<file path="src/rtl/exc_ctrl_pkg.sv">
// Shared definitions for the exception controller.
// Holds the CP0 exception codes, the controller FSM state encoding, the
// badvaddr source select used between the priority encoder and the top, and
// the interrupt-pending helper.
package exc_ctrl_pkg;

  // Bit positions inside commit_exc = {if_adel, ri, ov, sys, bp, mem_ade}
  localparam int EXC_FLAG_W    = 6;
  localparam int FLAG_IF_ADEL  = 5;
  localparam int FLAG_RI       = 4;
  localparam int FLAG_OV       = 3;
  localparam int FLAG_SYS      = 2;
  localparam int FLAG_BP       = 1;
  localparam int FLAG_MEM_ADE  = 0;

  typedef enum logic [4:0] {
    EXC_INT  = 5'h00,
    EXC_ADEL = 5'h04,
    EXC_ADES = 5'h05,
    EXC_SYS  = 5'h08,
    EXC_BP   = 5'h09,
    EXC_RI   = 5'h0A,
    EXC_OV   = 5'h0C
  } excode_e;

  typedef enum logic [1:0] {
    ST_IDLE     = 2'd0,
    ST_FLUSH    = 2'd1,
    ST_REDIRECT = 2'd2
  } exc_state_e;

  // Where cp0_badvaddr is taken from for the winning cause
  typedef enum logic [1:0] {
    BV_KEEP = 2'd0,
    BV_PC   = 2'd1,
    BV_DATA = 2'd2
  } bv_sel_e;

  function automatic logic int_pending_f(input logic       ie,
                                         input logic       exl,
                                         input logic [7:0] im,
                                         input logic [7:0] ip);
    return ie & ~exl & (|(im & ip));
  endfunction

endpackage

</file>
<file path="src/rtl/exc_ctrl_if.sv">
// Commit-stage and fetch-redirect handshakes of the exception controller.
//   commit_*   : pipeline commit stage -> controller (commit_ready back)
//   redirect_* : controller -> fetch (redirect_ready back)
// master = pipeline side, slave = exception controller.
interface exc_ctrl_if;
  logic        commit_valid;
  logic        commit_ready;
  logic [31:0] commit_pc;
  logic        commit_bd;
  logic [5:0]  commit_exc;
  logic        commit_store;
  logic        commit_eret;
  logic [31:0] commit_badvaddr;
  logic        redirect_valid;
  logic [31:0] redirect_pc;
  logic        redirect_ready;

  modport master (
    output commit_valid, commit_pc, commit_bd, commit_exc, commit_store,
           commit_eret, commit_badvaddr, redirect_ready,
    input  commit_ready, redirect_valid, redirect_pc
  );

  modport slave (
    input  commit_valid, commit_pc, commit_bd, commit_exc, commit_store,
           commit_eret, commit_badvaddr, redirect_ready,
    output commit_ready, redirect_valid, redirect_pc
  );
endinterface

</file>
<file path="src/rtl/exc_prio.sv">
// Combinational exception priority encoder.
// Ports:
//   int_pending in  1  unmasked interrupt pending
//   flags       in  6  {if_adel, ri, ov, sys, bp, mem_ade}
//   is_store    in  1  mem_ade is a store (AdES) instead of a load (AdEL)
//   excode      out 5  code of the highest-priority cause
//   valid       out 1  some interrupt/exception is present
//   bv_sel      out 2  badvaddr source for the winning cause
module exc_prio
  import exc_ctrl_pkg::*;
(
  input  logic                  int_pending,
  input  logic [EXC_FLAG_W-1:0] flags,
  input  logic                  is_store,
  output logic [4:0]            excode,
  output logic                  valid,
  output bv_sel_e               bv_sel
);

  always_comb begin
    excode = EXC_INT;
    valid  = 1'b1;
    bv_sel = BV_KEEP;
    if (int_pending) begin
      excode = EXC_INT;
    end else if (flags[FLAG_IF_ADEL]) begin
      excode = EXC_ADEL;
      bv_sel = BV_PC;
    end else if (flags[FLAG_RI]) begin
      excode = EXC_RI;
    end else if (flags[FLAG_OV]) begin
      excode = EXC_OV;
    end else if (flags[FLAG_SYS]) begin
      excode = EXC_SYS;
    end else if (flags[FLAG_BP]) begin
      excode = EXC_BP;
    end else if (flags[FLAG_MEM_ADE]) begin
      excode = is_store ? EXC_ADES : EXC_ADEL;
      bv_sel = BV_DATA;
    end else begin
      valid = 1'b0;
    end
  end

endmodule

</file>
<file path="src/rtl/exc_ctrl.sv">
// Exception / ERET controller at the commit stage.
// Accepts an interrupt, exception or ERET from commit, strobes CP0 once,
// flushes the pipeline for FLUSH_CYCLES cycles and then redirects fetch to
// the exception vector or to EPC.
// Ports:
//   clk, resetn          clock, async active-low reset
//   bus (slave)          commit handshake + fetch redirect handshake
//   status_ie/exl/im     CP0 Status bits, cause_ip CP0 Cause.IP
//   epc                  CP0 EPC (ERET target, sampled at accept)
//   cp0_exception/eret   single-cycle strobes to CP0
//   cp0_excode/pc/bd/badvaddr  CP0 update payload
//   flush                kill in-flight instructions
//
// state       | meaning
// ST_IDLE     | waiting for an event, commit_ready=1
// ST_FLUSH    | strobe on first cycle, flush held FLUSH_CYCLES cycles
// ST_REDIRECT | redirect_valid held until redirect_ready
module exc_ctrl
  import exc_ctrl_pkg::*;
#(
  parameter int          FLUSH_CYCLES = 3,   // legal 1..15
  parameter logic [31:0] EXC_VECTOR   = 32'hBFC00380
) (
  input  logic        clk,
  input  logic        resetn,
  exc_ctrl_if.slave   bus,
  input  logic        status_ie,
  input  logic        status_exl,
  input  logic [7:0]  status_im,
  input  logic [7:0]  cause_ip,
  input  logic [31:0] epc,
  output logic        cp0_exception,
  output logic        cp0_eret,
  output logic [4:0]  cp0_excode,
  output logic [31:0] cp0_pc,
  output logic        cp0_bd,
  output logic [31:0] cp0_badvaddr,
  output logic        flush
);

  exc_state_e  state;
  logic [3:0]  cnt;
  logic        commit_ready_q;
  logic        redirect_valid_q;
  logic [31:0] redirect_pc_q;
  logic        cp0_exception_q;
  logic        cp0_eret_q;
  logic [4:0]  cp0_excode_q;
  logic [31:0] cp0_pc_q;
  logic        cp0_bd_q;
  logic [31:0] cp0_badvaddr_q;
  logic        flush_q;

  logic        int_pending;
  logic [4:0]  prio_code;
  logic        prio_valid;
  bv_sel_e     prio_bv_sel;
  logic        accept;

  assign int_pending = int_pending_f(status_ie, status_exl, status_im, cause_ip);

  exc_prio u_prio (
    .int_pending (int_pending),
    .flags       (bus.commit_exc),
    .is_store    (bus.commit_store),
    .excode      (prio_code),
    .valid       (prio_valid),
    .bv_sel      (prio_bv_sel)
  );

  assign accept = bus.commit_valid & commit_ready_q &
                  (int_pending | (|bus.commit_exc) | bus.commit_eret);

  always_ff @(posedge clk or negedge resetn) begin
    if (!resetn) begin
      state            <= ST_IDLE;
      cnt              <= '0;
      commit_ready_q   <= 1'b1;
      redirect_valid_q <= 1'b0;
      redirect_pc_q    <= '0;
      cp0_exception_q  <= 1'b0;
      cp0_eret_q       <= 1'b0;
      cp0_excode_q     <= '0;
      cp0_pc_q         <= '0;
      cp0_bd_q         <= 1'b0;
      cp0_badvaddr_q   <= '0;
      flush_q          <= 1'b0;
    end else begin
      // strobes are one cycle wide by construction
      cp0_exception_q <= 1'b0;
      cp0_eret_q      <= 1'b0;
      case (state)
        ST_IDLE: begin
          if (accept) begin
            state          <= ST_FLUSH;
            cnt            <= 4'(FLUSH_CYCLES - 1);
            commit_ready_q <= 1'b0;
            flush_q        <= 1'b1;
            if (prio_valid) begin
              // exception/interrupt wins over a simultaneous ERET
              cp0_exception_q <= 1'b1;
              cp0_excode_q    <= prio_code;
              cp0_pc_q        <= bus.commit_pc;
              cp0_bd_q        <= bus.commit_bd;
              redirect_pc_q   <= EXC_VECTOR;
              case (prio_bv_sel)
                BV_PC:   cp0_badvaddr_q <= bus.commit_pc;
                BV_DATA: cp0_badvaddr_q <= bus.commit_badvaddr;
                default: cp0_badvaddr_q <= cp0_badvaddr_q;
              endcase
            end else begin
              cp0_eret_q    <= 1'b1;
              redirect_pc_q <= epc;
            end
          end
        end
        ST_FLUSH: begin
          if (cnt == 4'd0) begin
            state            <= ST_REDIRECT;
            redirect_valid_q <= 1'b1;
          end else begin
            cnt <= cnt - 4'd1;
          end
        end
        ST_REDIRECT: begin
          if (bus.redirect_ready) begin
            state            <= ST_IDLE;
            redirect_valid_q <= 1'b0;
            flush_q          <= 1'b0;
            commit_ready_q   <= 1'b1;
          end
        end
        default: begin
          state            <= ST_IDLE;
          cnt              <= '0;
          redirect_valid_q <= 1'b0;
          flush_q          <= 1'b0;
          commit_ready_q   <= 1'b1;
        end
      endcase
    end
  end

  assign bus.commit_ready   = commit_ready_q;
  assign bus.redirect_valid = redirect_valid_q;
  assign bus.redirect_pc    = redirect_pc_q;
  assign cp0_exception      = cp0_exception_q;
  assign cp0_eret           = cp0_eret_q;
  assign cp0_excode         = cp0_excode_q;
  assign cp0_pc             = cp0_pc_q;
  assign cp0_bd             = cp0_bd_q;
  assign cp0_badvaddr       = cp0_badvaddr_q;
  assign flush              = flush_q;

endmodule
</file>
<file path="src/flat_wrapper.sv">
// flat-port wrapper written by rule: the top's interface ports become plain ports
module exc_ctrl_flat import exc_ctrl_pkg::*;
#(
  parameter int          FLUSH_CYCLES = 3,                 
  parameter logic [31:0] EXC_VECTOR   = 32'hBFC00380
)
  (clk, resetn, status_ie, status_exl, status_im, cause_ip, epc, cp0_exception, cp0_eret, cp0_excode, cp0_pc, cp0_bd, cp0_badvaddr, flush, bus_commit_valid, bus_commit_pc, bus_commit_bd, bus_commit_exc, bus_commit_store, bus_commit_eret, bus_commit_badvaddr, bus_redirect_ready, bus_commit_ready, bus_redirect_valid, bus_redirect_pc);
  exc_ctrl_if bus_i ();
  input  logic clk;
  input  logic resetn;
  input  logic status_ie;
  input  logic status_exl;
  input  logic [7:0] status_im;
  input  logic [7:0] cause_ip;
  input  logic [31:0] epc;
  output logic cp0_exception;
  output logic cp0_eret;
  output logic [4:0] cp0_excode;
  output logic [31:0] cp0_pc;
  output logic cp0_bd;
  output logic [31:0] cp0_badvaddr;
  output logic flush;
  input wire logic [$bits(bus_i.commit_valid)-1:0] bus_commit_valid;
  input wire logic [$bits(bus_i.commit_pc)-1:0] bus_commit_pc;
  input wire logic [$bits(bus_i.commit_bd)-1:0] bus_commit_bd;
  input wire logic [$bits(bus_i.commit_exc)-1:0] bus_commit_exc;
  input wire logic [$bits(bus_i.commit_store)-1:0] bus_commit_store;
  input wire logic [$bits(bus_i.commit_eret)-1:0] bus_commit_eret;
  input wire logic [$bits(bus_i.commit_badvaddr)-1:0] bus_commit_badvaddr;
  input wire logic [$bits(bus_i.redirect_ready)-1:0] bus_redirect_ready;
  output wire logic [$bits(bus_i.commit_ready)-1:0] bus_commit_ready;
  output wire logic [$bits(bus_i.redirect_valid)-1:0] bus_redirect_valid;
  output wire logic [$bits(bus_i.redirect_pc)-1:0] bus_redirect_pc;
  assign bus_i.commit_valid = bus_commit_valid;
  assign bus_i.commit_pc = bus_commit_pc;
  assign bus_i.commit_bd = bus_commit_bd;
  assign bus_i.commit_exc = bus_commit_exc;
  assign bus_i.commit_store = bus_commit_store;
  assign bus_i.commit_eret = bus_commit_eret;
  assign bus_i.commit_badvaddr = bus_commit_badvaddr;
  assign bus_i.redirect_ready = bus_redirect_ready;
  assign bus_commit_ready = bus_i.commit_ready;
  assign bus_redirect_valid = bus_i.redirect_valid;
  assign bus_redirect_pc = bus_i.redirect_pc;
  exc_ctrl #(.FLUSH_CYCLES(FLUSH_CYCLES), .EXC_VECTOR(EXC_VECTOR)) u_core (.clk(clk), .resetn(resetn), .bus(bus_i), .status_ie(status_ie), .status_exl(status_exl), .status_im(status_im), .cause_ip(cause_ip), .epc(epc), .cp0_exception(cp0_exception), .cp0_eret(cp0_eret), .cp0_excode(cp0_excode), .cp0_pc(cp0_pc), .cp0_bd(cp0_bd), .cp0_badvaddr(cp0_badvaddr), .flush(flush));
endmodule
</file>
<file path="config.mk">
export PLATFORM = sky130hd
export DESIGN_NAME = exc_ctrl_flat
export DESIGN_NICKNAME = d
export VERILOG_FILES = /design/src/rtl/exc_ctrl_pkg.sv /design/src/rtl/exc_ctrl_if.sv /design/src/rtl/exc_prio.sv /design/src/rtl/exc_ctrl.sv /design/src/flat_wrapper.sv
export SDC_FILE = /design/constraint.sdc
export NUM_CORES = 1
export LEC_CHECK = 0
export CAP_MARGIN = 0
export CELL_PAD_IN_SITES_DETAIL_PLACEMENT = 0
export CELL_PAD_IN_SITES_GLOBAL_PLACEMENT = 1
export CORE_MARGIN = 2
export CORE_UTILIZATION = 31
export DETAILED_ROUTE_END_ITERATION = 7
export PLACE_DENSITY = 0.74
export REMOVE_ABC_BUFFERS = 1
export SLEW_MARGIN = 20
export SYNTH_ARGS = -nofsm -noshare
export SYNTH_HDL_FRONTEND = slang
export SYNTH_HIERARCHICAL = 1
export SYNTH_SLANG_ARGS = --single-unit
export TNS_END_PERCENT = 30
</file>
<file path="constraint.sdc">
create_clock -name clk -period 2.2 [get_ports clk]
set_clock_uncertainty 0.2 [all_clocks]
set_input_delay 0.44 -clock clk [delete_from_list [all_inputs] [get_ports clk]]
set_output_delay 0.44 -clock clk [all_outputs]
set_load 0.02 [all_outputs]
</file>
## Yosys cells after proc, flatten, opt, wreduce, memory -nomap -nowiden

Index checks and enable logic that the tools add are counted.

| word-level totals | value |
|---|---|
| RAM bits | 0 |
| input bits | 127 |
| logic and storage cells | 89 |
| output and inout port bits | 107 |
| memory bits (read-only) | 0 |
| register bits after elaboration | 113 |
| bits in latches | 0 |
| memories kept | 0 |

| operators by class | value |
|---|---|
| shift-type cells | 0 |
| bitwise operators | 11 |
| mux-type cells | 45 |
| reduce and logical (&&, ||, !) cells | 12 |
| multiply operators | 0 |
| $lt $le $gt $ge | 0 |
| divide/modulo/power cells | 0 |
| eq/ne operators | 8 |
| add/sub/neg operators | 1 |

Operators by type and width:

| kind | number |
|---|---|
| case mux 32 bit (2 select lines) | 1 |
| 2-to-1 mux 5 bit | 7 |
| 2-to-1 mux 32 bit | 1 |
| 2-to-1 mux 2 bit | 10 |
| 2-to-1 mux 1 bit | 19 |
| AND reduction 3 bit | 5 |
| case mux 4 bit (3 select lines) | 1 |
| case mux 1 bit (3 select lines) | 3 |
| AND 8 bit | 1 |
| 2-to-1 mux 4 bit | 2 |
| OR reduction 8 bit | 1 |
| case mux 2 bit (3 select lines) | 1 |
| OR reduction 6 bit | 1 |
| AND 1 bit | 4 |
| == test 2 x 1 -> 1 bit, second input constant | 2 |
| == test 2 bit, second input constant | 2 |
| zero test 4 bit | 1 |
| inequality test 2 x 1 -> 1 bit, second input constant | 2 |
| inequality test 2 bit, second input constant | 2 |
| NOT 1 bit | 4 |
| AND reduction 4 bit | 1 |
| subtractor 4 x 1 -> 4 bit, second input constant | 1 |
| zero test 2 bit | 1 |
| OR 1 bit | 2 |
| other kinds (2) | 2 |

## Longest topological paths before layout

Gate-level depths: netlist of the first run.

| logic depth | value |
|---|---|
| depth after elaboration | 10 |
| mapped depth | 9 |
| depth with buffers taken out | 8 |

## Hierarchy

The synthesis of the first run kept the hierarchy.

By module, submodules not included:

| module | area each (µm²) | cells an instance | instances |
|---|---|---|---|
| exc_ctrl | 5332.6 | 371 | 1 |
| exc_prio | 103.8 | 16 | 1 |

## Least setup slack after synthesis of the first run

OpenSTA, ideal clock, no wires.

| timing | value |
|---|---|
| kind | input to register |
| from | in status_im[3] |
| to | reg u_core.cp0_badvaddr_q[10] (netlist: u_core/cp0_badvaddr[10]) |
| required time | 1.875 ns |
| arrival time | 2.628 ns |
| path buffers | 2 |
| path slack | -0.753 ns |
| stages on the path | 9 |
| path through | a22oi_2 a41oi_4 nor2_1 or4b_1 buf_2 nor3b_2 a32oi_4 buf_12 mux2_4 |

RTL lines:

| element | line | source |
|---|---|---|
| start: declaration | flat_wrapper.sv:13 | `input logic [7:0] status_im;` |
| AND 8 bit | exc_ctrl_pkg.sv:43 | `return ie & ~exl & (\|(im & ip));` |
| OR reduction 8 bit | exc_ctrl_pkg.sv:43 |  |
| AND 1 bit | exc_ctrl_pkg.sv:43 |  |
| via u_core.int_pending | exc_ctrl.sv:54 | `logic int_pending;` |
| 2-to-1 mux 1 bit | exc_prio.sv:24 | `if (int_pending) begin` |
| via u_core.prio_valid | exc_ctrl.sv:56 | `logic prio_valid;` |
| AND reduction 4 bit (no source line) | n/a |  |
| end signal: assignment | exc_ctrl.sv:107 | `BV_PC: cp0_badvaddr_q <= bus.commit_pc;` |
| end signal: assignment | exc_ctrl.sv:108 | `BV_DATA: cp0_badvaddr_q <= bus.commit_badvaddr;` |
| end signal: assignment | exc_ctrl.sv:109 | `default: cp0_badvaddr_q <= cp0_badvaddr_q;` |
| end: declaration | exc_ctrl.sv:51 | `logic [31:0] cp0_badvaddr_q;` |

The timed path passes the listed nets, and every way through them passes these cells.
A chain may end at the register's enable or synchronous reset.

## Worst setup path in the final report of the first run

| timing | value |
|---|---|
| from | in bus_commit_exc[4] |
| to | reg u_core.cp0_badvaddr_q[4] (netlist: u_core/cp0_badvaddr[4]) |

RTL lines:

| element | line | source |
|---|---|---|
| start: declaration | flat_wrapper.sv:26 | `input wire logic [$bits(bus_i.commit_exc)-1:0] bus_commit_exc;` |
| 2-to-1 mux 1 bit | exc_prio.sv:29 | `end else if (flags[FLAG_RI]) begin` |
| 2-to-1 mux 1 bit | exc_prio.sv:26 | `end else if (flags[FLAG_IF_ADEL]) begin` |
| 2-to-1 mux 1 bit | exc_prio.sv:24 |  |
| via u_core.prio_valid | exc_ctrl.sv:56 |  |
| AND reduction 4 bit (no source line) | n/a |  |

The timed path passes the listed nets, and every way through them passes these cells.

==> qor.yml, run 1 <==
yosys:
  yosys_warnings: 6
  syn_avg_cell_area_sq_um: 14.0
  ys.flop_type: "dfrtp_1"
  synthCells: 387
  synth_seq_cells: 113
  synth_cell_types: 50
  synth-edff-count: 0
  async_reset_ff_frac: 1.00
  synth_area_sq_um: 5440
  ys_seq_area_frac: 0.520
grt:
  overflow: 0
  grt_pass1_wl_um: 23500
  grtUsageMet2: 0.297
  busiest_layer: "met2"
  grt.met3_usage: 0.0578
  grt_max_degree: 45
  antenna_found_initial: 0
  track_usage: 0.168
  gr-usage-met1: 0.190
  grt_pass1_vias: 4397
drt:
  wl_per_cell_um: 17.2
  ant_nets: 0
  drt-total-wl_um: 15200
  dr_total_vias: 4060
  dr.pass1.iters: 4
  via_per_inst: 4.57
  drc: 0
  initialDrtViolationCount: 164
power_and_ir_drop:
  vdd_drop_max_mv: 0.697
  leakage_uw: 0.00406
  power.density_nw_per_um2: 1220
sta:
  fin_crit_ns: 2.49
  worst_slack_ns: -0.289
  maxClockFrequency_ghz: 0.402
  finalCritPeriodShare: 1.13
  slew_viol_final: 0
  setup-violations-final: 69
  rsz0062_at_grt: "yes"
  hold_violations: 0
critical_path:
  cp_cell_sequence: "dlygate4sd2_1 > or3_4 > or4b_4 > nor3b_4 > a32oi_4 > buf_6 > buf_12 > mux2_4"
  arrival_ns: 2.58
  max_stage_delay_ns: 0.51
  worstSetupStartpoint: "bus_commit_exc[4]"
  endpoint_kind: "register"
  start_kind: "primary input"
  worstReg2RegStart: "u_core/cnt[0]"
  crit_slowest_cell: "or4b_4"
  crit_family: "simple AND/OR/NAND/NOR gates"
  cp.required_ns: 2.29
  worst-setup-path-type: "in2reg"
  cp_num_buf_inv: 3
  worstPathMaxFanout: 7
floorplan:
  fp-row-count: 48
  floorplan.initialDensity: 0.315
  ios: 234
  die_area_sq_um: 18600
  core_sq_um: 17200
  die_x_um: 136
  die_h_um: 136
cts:
  path_clk_slew_ns: 0.05
  clock_sinks: 113
  cts_tree: "done"
  cts_buffer_depth: 2
  root_buffer: "clkbuf_16"
  htree_levels: 4
  cts_buffers: 17
  insertion_delay_ns: 0.40
cells_and_area:
  antenna_cells: 0
  layout-drive-gt1-share: 0.329
  nets: 781
  syn2layout_area_growth_pct: 64.7
  final_common_cell: "clkdlybuf4s50_1"
  final_cell_mix: "clkdlybuf4s50_1 (207), dfrtp_1 (112), mux2_2 (78)"
  final_core_util: 0.519
place:
  gp_congestion: 0.777
  io_buffers: 233
  post-place-ws_ns: -1.06
  dp_hpwl_um: 11000
worst_hold_path:
  hold_path_class: "reg2reg"
  hp-start: "u_core/flush"
run_status:
  status: "finished, violations left"
  violations: "setup timing"
flow_run:
  cap_viol_max_count: 0
-- synthesized netlist by cell type, types with 3 or more instances --
| cell | number | area (sq um) |
|---|---|---|
| nor2b_1 | 20 | 125 |
| nand2_1 | 6 | 22.5 |
| o21ai_0 | 3 | 15.0 |
| mux2_2 | 81 | 912 |
| mux2i_1 | 13 | 130 |
| dfrtp_1 | 112 | 2800 |
| buf_2 | 5 | 25.0 |
| mux2_1 | 9 | 101 |
| a22oi_2 | 4 | 50.1 |
| nor2_1 | 18 | 67.6 |
| mux2_4 | 32 | 480 |
| inv_1 | 21 | 78.8 |
| buf_4 | 3 | 22.5 |
| buf_6 | 4 | 45.0 |
| clkbuf_1 | 7 | 26.3 |
| ha_1 | 3 | 37.5 |
| buf_12 | 3 | 60.1 |
| nand2b_1 | 4 | 25.0 |
| nor3_1 | 3 | 15.0 |
-- tightest hold or removal path: stages, from the launching register on --
cell,delay (ns)
dfrtp_1,0.35
nand2_1,0.05
nand2_1,0.05
-- registers in the layout, summed over array words and instances (netlist names) --
signal / flops
u_core/bus.commit_ready: 1
u_core/state: 2
u_core/cp0_badvaddr: 32
u_core/cp0_bd: 1
u_core/cp0_eret: 1
u_core/flush: 1
u_core/cp0_excode: 5
u_core/cp0_exception: 1
u_core/bus.redirect_pc: 32
u_core/bus.redirect_valid: 1
u_core/cnt: 4
u_core/cp0_pc: 32
-- metal layers --
layer / part of all wire / vias up
li1: - / 1887
met1: 0.39 / 2045
met2: 0.53 / 113
met3: 0.063 / 15
met4: 0.015 / 0
met5: 0 / -
-- cell type report --
cell class              instances  area [sq um]
inverters                      21          78.8
repair buffers                267          2700
fillers                      1460          8280
flip-flops and latches        113          2830
clock inverters                10           183
clock buffers                  21           460
well taps                     225           282
multi-input cells             231          2420
-- kinds of logic after synthesis --
| kind of cell | share of synthesized area |
|---|---|
| adder cells (fa/ha/maj) | 0.00691 |
| AND/OR/NAND/NOR | 0.0780 |
| XOR/XNOR | 0.00161 |
| flip-flops | 0.520 |
| buffers and inverters | 0.0474 |
| multiplexers | 0.299 |
| AO/OA/AOI/OAI | 0.0463 |
| other | 0.000690 |
-- where the power goes --
part           total [uW]  switching, uW  internal (uW)
registers            3280            439           2840
logic                4650           2070           2590
clock network        3010            952           2060
-- through the flow --
stage / hold slack [ns] / std cells / TNS, ns / cell area [sq um] / power, uW
final: 0.292 / 888 / -14.76 / 8950 / 10900
after global routing: 0.301 / 888 / -17.47 / 8950 / 11500
after CTS: 0.293 / 888 / -15.84 / 8930 / 11100
after detailed placement: 0.224 / 850 / -95.03 / 8160 / 7890
after global placement: 0.217 / 850 / -88.15 / 8160 / 7810
after floorplan: -0.0556 / 365 / -126.85 / 5260 / 5600
-- path summary, 6_finish.rpt --
| path | end | slack [ns] | depth (start not counted) |
|---|---|---|---|
| max | u_core/cp0_badvaddr[4] | -0.29 | 8 |
| min | u_core/flush | 0.29 | 2 |
| max reg2reg | u_core/cnt[0] | 0.12 | 6 |
| min reg2reg | u_core/flush | 0.29 | 2 |
| max in group asynchronous | u_core/bus.commit_ready | 0.81 | 3 |
| min in group asynchronous | u_core/cp0_pc[5] | 0.34 | 2 |
-- what timing repair did --
item | in CTS | in global routing
resized for setup | 91 | 7
cloned | 3 | 0
endpoints found under the setup margin | 105 | 100
hold buffers | 1 | 0
buffers inserted | 5 | 1
hold endpoints to repair | 28 | 0
pin swaps | 11 | 4
No activity file was read; power rests on OpenSTA's default activity.
==> inputs of run 2 (changes only) <==
DONT_BUFFER_PORTS = 1   (was not set)
PLACE_DENSITY = 0.52   (was 0.74)
SLEW_MARGIN = not set   (was 20)
==> run 2 against run 1 <==
  * The flow finishes with violations (hold timing, setup timing)
  * Sequential share of layout area increased by 8.7 points
  * Final area is 22% lower
  * Non-clock buffer count down 197
  * Critical path depth grew 2
  * Register-to-register slack is essentially flat
  * Via count is 18% lower
  * Count of clock-buffer cells in the layout rose by 1
  * Setup slack better by 0.13 ns
  * Critical endpoint is now u_core/cp0_badvaddr[13]
  * Largest cell class unchanged
==> qor.yml, run 2 (synthesized netlist as in run 1, its figures left out) <==
place:
  io_buffers: 0
  dp_hpwl_um: 8880
  post_dp_cell_area_sq_um: 5780
  gp_congestion: 0.745
  post-place-cells: 611
cts:
  cts_buffer_depth: 2
  cts_buffers: 17
  hold_buffers: 43
  clock_sinks: 113
  path_clk_slew_ns: 0.05
  cts_tree: "done"
  insertion_delay_ns: 0.41
  root_buffer: "clkbuf_16"
  htree_levels: 4
floorplan:
  fp-row-count: 48
  die_x_um: 136
  ios: 234
  core_sq_um: 17200
  die_h_um: 136
  die_area_sq_um: 18600
  floorplan.initialDensity: 0.315
drt:
  wl_per_cell_um: 19.7
  via_per_inst: 4.79
  ant_nets: 0
  drc: 0
  dr_total_vias: 3314
  dr.pass1.iters: 4
  initialDrtViolationCount: 81
  drt-total-wl_um: 13600
power_and_ir_drop:
  swShare: 0.339
  vdd_drop_max_mv: 0.535
  power_frac_seq: 0.459
  power.density_nw_per_um2: 1340
  combPwrFrac: 0.220
  net-switching-power_uw: 3190
  leakage_uw: 0.00327
  clock_power_share: 0.321
  internal_power_uw: 6220
cells_and_area:
  layoutNonFillerInstCount: 692
  final_cell_area_sq_um: 7020
  regArea_sq_um: 2830
  nets: 584
  final_cell_mix: "dfrtp_1 (112), mux2_2 (75), dlygate4sd3_1 (43)"
  fill_cells: 1606
  multi_input_area_sq_um: 2420
  final_common_cell: "dfrtp_1"
  syn2layout_area_growth_pct: 29.2
  antenna_cells: 0
  layout-drive-gt1-share: 0.418
critical_path:
  worstPathMaxFanout: 8
  cp_cell_sequence: "a22oi_2 > a41oi_4 > nor2_2 > nor4b_4 > ha_2 > nor3b_4 > a32oi_4 > buf_6 > buf_12 > mux2_4"
  r2r_cells: 6
  cp.required_ns: 2.29
  worstSetupStartpoint: "status_im[3]"
  arrival_ns: 2.44
  worstReg2RegStart: "u_core/cnt[0]"
  crit_slowest_cell: "ha_2"
  crit_family: "simple AND/OR/NAND/NOR gates"
  cp_num_buf_inv: 2
  critPathCapture: "u_core/cp0_badvaddr[13]"
  r2r_end: "u_core/cnt[0]"
  start_kind: "primary input"
  endpoint_kind: "register"
  r2r_slack_ns: 0.13
  max_stage_delay_ns: 0.34
  cp.depth: 10
  worst-setup-path-type: "in2reg"
grt:
  grt_pass1_wl_um: 20600
  grt_pass1_vias: 3639
  overflow: 0
  grt_max_degree: 114
  track_usage: 0.149
  antenna_found_initial: 0
flow_run:
  cap_viol_max_count: 0
run_status:
  status: "finished, violations left"
  violations: "hold timing, setup timing"
worst_hold_path:
  hold_path_class: "in2async"
sta:
  setup-violations-final: 54
  fin_crit_ns: 2.35
  hold_violations: 113
  hold_ws_ns: -0.477
  finalCritPeriodShare: 1.07
  worst_slack_ns: -0.155
  rsz0062_at_grt: "yes"
  maxClockFrequency_ghz: 0.425
  slew_viol_final: 0
  final.setup.tns_ns: -5.06
[run 2: worst min-delay path by stage]
stage / startpoint / to / slack (ns) / cells after the start
final: resetn / u_core/cp0_pc[4] / -0.48 / 0
after detailed placement: resetn / u_core/cp0_badvaddr[2] / -0.05 / 0
after global placement: resetn / u_core/cp0_pc[2] / -0.05 / 0
after CTS: resetn / u_core/cp0_badvaddr[2] / -0.50 / 0
after global routing: resetn / u_core/cp0_pc[2] / -0.51 / 0
after floorplan: resetn / u_core/bus.redirect_pc[0] / -0.06 / 0
[run 2: cell type report]
cell class                      count  share of cell area
Clock buffer                       22              0.0661
Timing Repair Buffer               70               0.109
Tap cell                          225              0.0401
Sequential cell                   113               0.403
Inverter                           21              0.0112
Multi-Input combinational cell    231               0.345
Clock inverter                     10              0.0258
[run 2: through the flow]
stage               hold WS, ns  utilization  total power (uW)  worst slack, ns
floorplan               -0.0556            -              5600            -1.78
global placement        -0.0534        0.335              6190           -0.572
detailed placement      -0.0532        0.335              6250           -0.640
CTS                      -0.504        0.406              9510           -0.157
global route             -0.510        0.408              9850           -0.222
finish                   -0.477        0.408              9410           -0.155
[run 2: layer usage]
| layer | wire, um | part of all wire | up-vias | GRT usage |
|---|---|---|---|---|
| li1 | - | - | 1485 | - |
| met1 | 5240 | 0.39 | 1692 | 0.171 |
| met2 | 7230 | 0.53 | 117 | 0.256 |
| met3 | 819 | 0.060 | 20 | 0.0459 |
| met4 | 308 | 0.023 | 0 | 0.0689 |
| met5 | 0 | 0 | - | 0 |
[run 2: repair_timing]
item / 4_1_cts / 5_1_grt
setup buffers: 3 / 0
cloned: 3 / 0
gates resized for setup: 13 / 6
endpoints found under the hold margin: 157 / 113
pin swaps: 6 / 4
setup endpoints to repair: 58 / 69
[run 2: power by group through the flow]
stage / registers (uW) / logic, uW / clock network, uW
final: 4320 / 2080 / 3020
after global routing: 4400 / 2240 / 3210
after CTS: 4330 / 2070 / 3110
after detailed placement: 4350 / 1900 / 0
after global placement: 4360 / 1830 / 0
after floorplan: 4130 / 1470 / 0
==> edit (flow settings as in run 1) <==
`EXC_VECTOR` is set to 32'hBFC00380 in 2 places; all go to 32'h8FD002A0.
--- a/src/rtl/exc_ctrl.sv
+++ b/src/rtl/exc_ctrl.sv
@@ -19,7 +19,7 @@
   import exc_ctrl_pkg::*;
 #(
   parameter int          FLUSH_CYCLES = 3,   // legal 1..15
-  parameter logic [31:0] EXC_VECTOR   = 32'hBFC00380
+  parameter logic [31:0] EXC_VECTOR   = 32'h8FD002A0
 ) (
   input  logic        clk,
   input  logic        resetn,
--- a/src/flat_wrapper.sv
+++ b/src/flat_wrapper.sv
@@ -2,7 +2,7 @@
 module exc_ctrl_flat import exc_ctrl_pkg::*;
 #(
   parameter int          FLUSH_CYCLES = 3,                 
-  parameter logic [31:0] EXC_VECTOR   = 32'hBFC00380
+  parameter logic [31:0] EXC_VECTOR   = 32'h8FD002A0
 )
   (clk, resetn, status_ie, status_exl, status_im, cause_ip, epc, cp0_exception, cp0_eret, cp0_excode, cp0_pc, cp0_bd, cp0_badvaddr, flush, bus_commit_valid, bus_commit_pc, bus_commit_bd, bus_commit_exc, bus_commit_store, bus_commit_eret, bus_commit_badvaddr, bus_redirect_ready, bus_commit_ready, bus_redirect_valid, bus_redirect_pc);
   exc_ctrl_if bus_i ();
Formal check against the unedited RTL: not equivalent (Yosys sat finds a counterexample within 4 cycles, from zero or initial values and one cycle with resetn low).
==> edit against run 1 <==
  * The flow still finishes with violations (setup timing)
  * Synthesized cell count decreased by 0.52%
  * Power fell by 4.9%
  * Design area decreased by 0.81%
  * Setup slack improved by 0.030 ns
  * Count of clock-buffer cells in the layout up 2
  * Synthesized area rose by 0.67%
  * Wire length grew 0.66%
  * Sequential cell count stayed put
  * Critical path type unchanged
  * Critical endpoint is now u_core/cp0_badvaddr[21]$_DFFE_PN0P_
  * Highest routed layer unchanged
==> edit: results (changes against run 1) <==
status complete, but fails checks; failing checks setup timing; largest vdd supply drop 0.0005952 V (-15%); Cell variety after synth 51 (+2.0%); Clk. pwr 2.32 mW (-23%); Setup WS post-layout -0.2586 ns (+0.03021 ns); sum of negative setup slack -11.57 ns (+3.191 ns); asr flop ratio synth 1.000 (unchanged); drt total wl 15,340 microns (+0.66%); share of layout cells above drive strength 1 0.3369 (+0.008082); register area 2829 sq um (unchanged); Reg clk slew, reported paths 0.05 ns (about the same); Cells after Synth 385 (-0.52%); mux cell area share after synthesis 0.3038 (+0.005107); Post-synth top cells 112 x dfrtp_1, 80 x mux2_2, 42 x mux2_4, 21 x nor2b_1, 20 x inv_1; Post-CTS Hold Fix Bufs 1 (unchanged); Sw Ratio 0.3250 (+0.009146); Setup violations, final 69 (unchanged); YS warnings 6 (unchanged); Gates resized, CTS repair 91 (unchanged); DP HPWL 10,870 microns (-1.2%); sequential share of the synthesized area 0.5169 (-0.003450); Synth Area in XOR/XNOR 0.001600 (-0.00001068); antenna cells 0 (unchanged); clk buf depth 2 (unchanged); Critical Path Slowest Stage Cell or4b_4; vias in the first global route 4,509 (+2.5%); Synth Area in Compound Gates 0.04595 (-0.0003067); DR pass1 iterations 4 (unchanged); Post-CTS Repair Setup Buffers 2 (-3); initial antenna violation count 0 (unchanged); Post-Place Cells 849 (-0.12%); sequential share of power 0.317 (+0.018); arrival time worst endpoint 2.54 ns (-0.04 ns); clock root cell clkbuf_16; Num CTS Buffers 17 (unchanged); Final Non-Filler Cells 881 (-0.79%); worst skew pair latency 0.40 ns (about the same); Clk network pwr share 0.223 (-0.052); CP max FO 7 (unchanged); CP top delay family simple AND/OR/NAND/NOR gates; first-pass GRT wire length 24,160 microns (+2.7%); top cells by area, synth dfrtp_1 51%, mux2_2 16%, mux2_4 12%; Leak 4.064 nW (+0.19%); buffers added on ports 233 (unchanged); Worst Hold Class in2async; CP max stage delay 0.51 ns (about the same); vias per cell 4.566 (-0.12%); nets@finish 780 (-0.13%); Placer Congestion 0.7907 (+1.8%); Total GRT Usage 0.1712 (+0.002842); DRT iter0 DRCs 58 (-65%); fillers 1,497 (+2.5%); htree depth 4 (unchanged); largest net degree at the start of global routing 60 (+33%); DP Area 8215 sq um (+0.64%); fraction of the mapped netlist area in adder cells 0.006859 (-0.00004578); pre-CTS setup slack -1.092 ns (-0.03092 ns)
edit: final cells by class:
cell class | count | area share
repair buffers | 267 | 0.3039
multi-input cells | 231 | 0.2824
clock buffers | 23 | 0.05383
flip-flops and latches | 113 | 0.3186
clock inverters | 2 | 0.001127
inverters | 20 | 0.008454
well taps | 225 | 0.03170
edit: worst register-to-register path, cell delays in order (launching register included):
cell	delay, ns
dfrtp_1	0.39
inv_1	0.12
ha_1	0.20
or3b_2	0.48
or3_1	0.33
a211oi_1	0.18
or3_1	0.14
edit: metal layers:
metal  GRT usage  vias up  routed length (microns)
met1      0.1934     1966                     6276
met2      0.2906      168                     7421
met4     0.05899        0                      210
met3     0.07259       16                     1430
met5           0        -                        0
li1            -     1873                        -
edit: worst paths after layout:
check | cells past startpoint | startpoint | to | slack, ns
max reg2reg | 6 | u_core/cnt[0]$_DFFE_PN0P_ | u_core/cnt[0]$_DFFE_PN0P_ | 0.10
min | 2 | resetn | u_core/bus.redirect_pc[29]$_DFFE_PN0P_ | 0.22
min in group clk | 2 | u_core/flush$_DFFE_PN0P_ | u_core/flush$_DFFE_PN0P_ | 0.28
min reg2reg | 2 | u_core/flush$_DFFE_PN0P_ | u_core/flush$_DFFE_PN0P_ | 0.28
max in group asynchronous | 3 | resetn | u_core/bus.commit_ready$_DFFE_PN1P_ | 1.01
max | 8 | bus_commit_exc[2] | u_core/cp0_badvaddr[21]$_DFFE_PN0P_ | -0.26
edit: kinds of logic (layout without fill, tap and decap cells):
kind of cell / Yosys count / count (layout)
and+or+nand+nor: 66 / 66
AOI/OAI and AO/OA: 25 / 25
other: 1 / 1
adders and majority gates: 3 / 3
xor gates and xnor gates: 1 / 1
buffers and inverters: 41 / 312
DFF: 113 / 113
muxes: 135 / 135
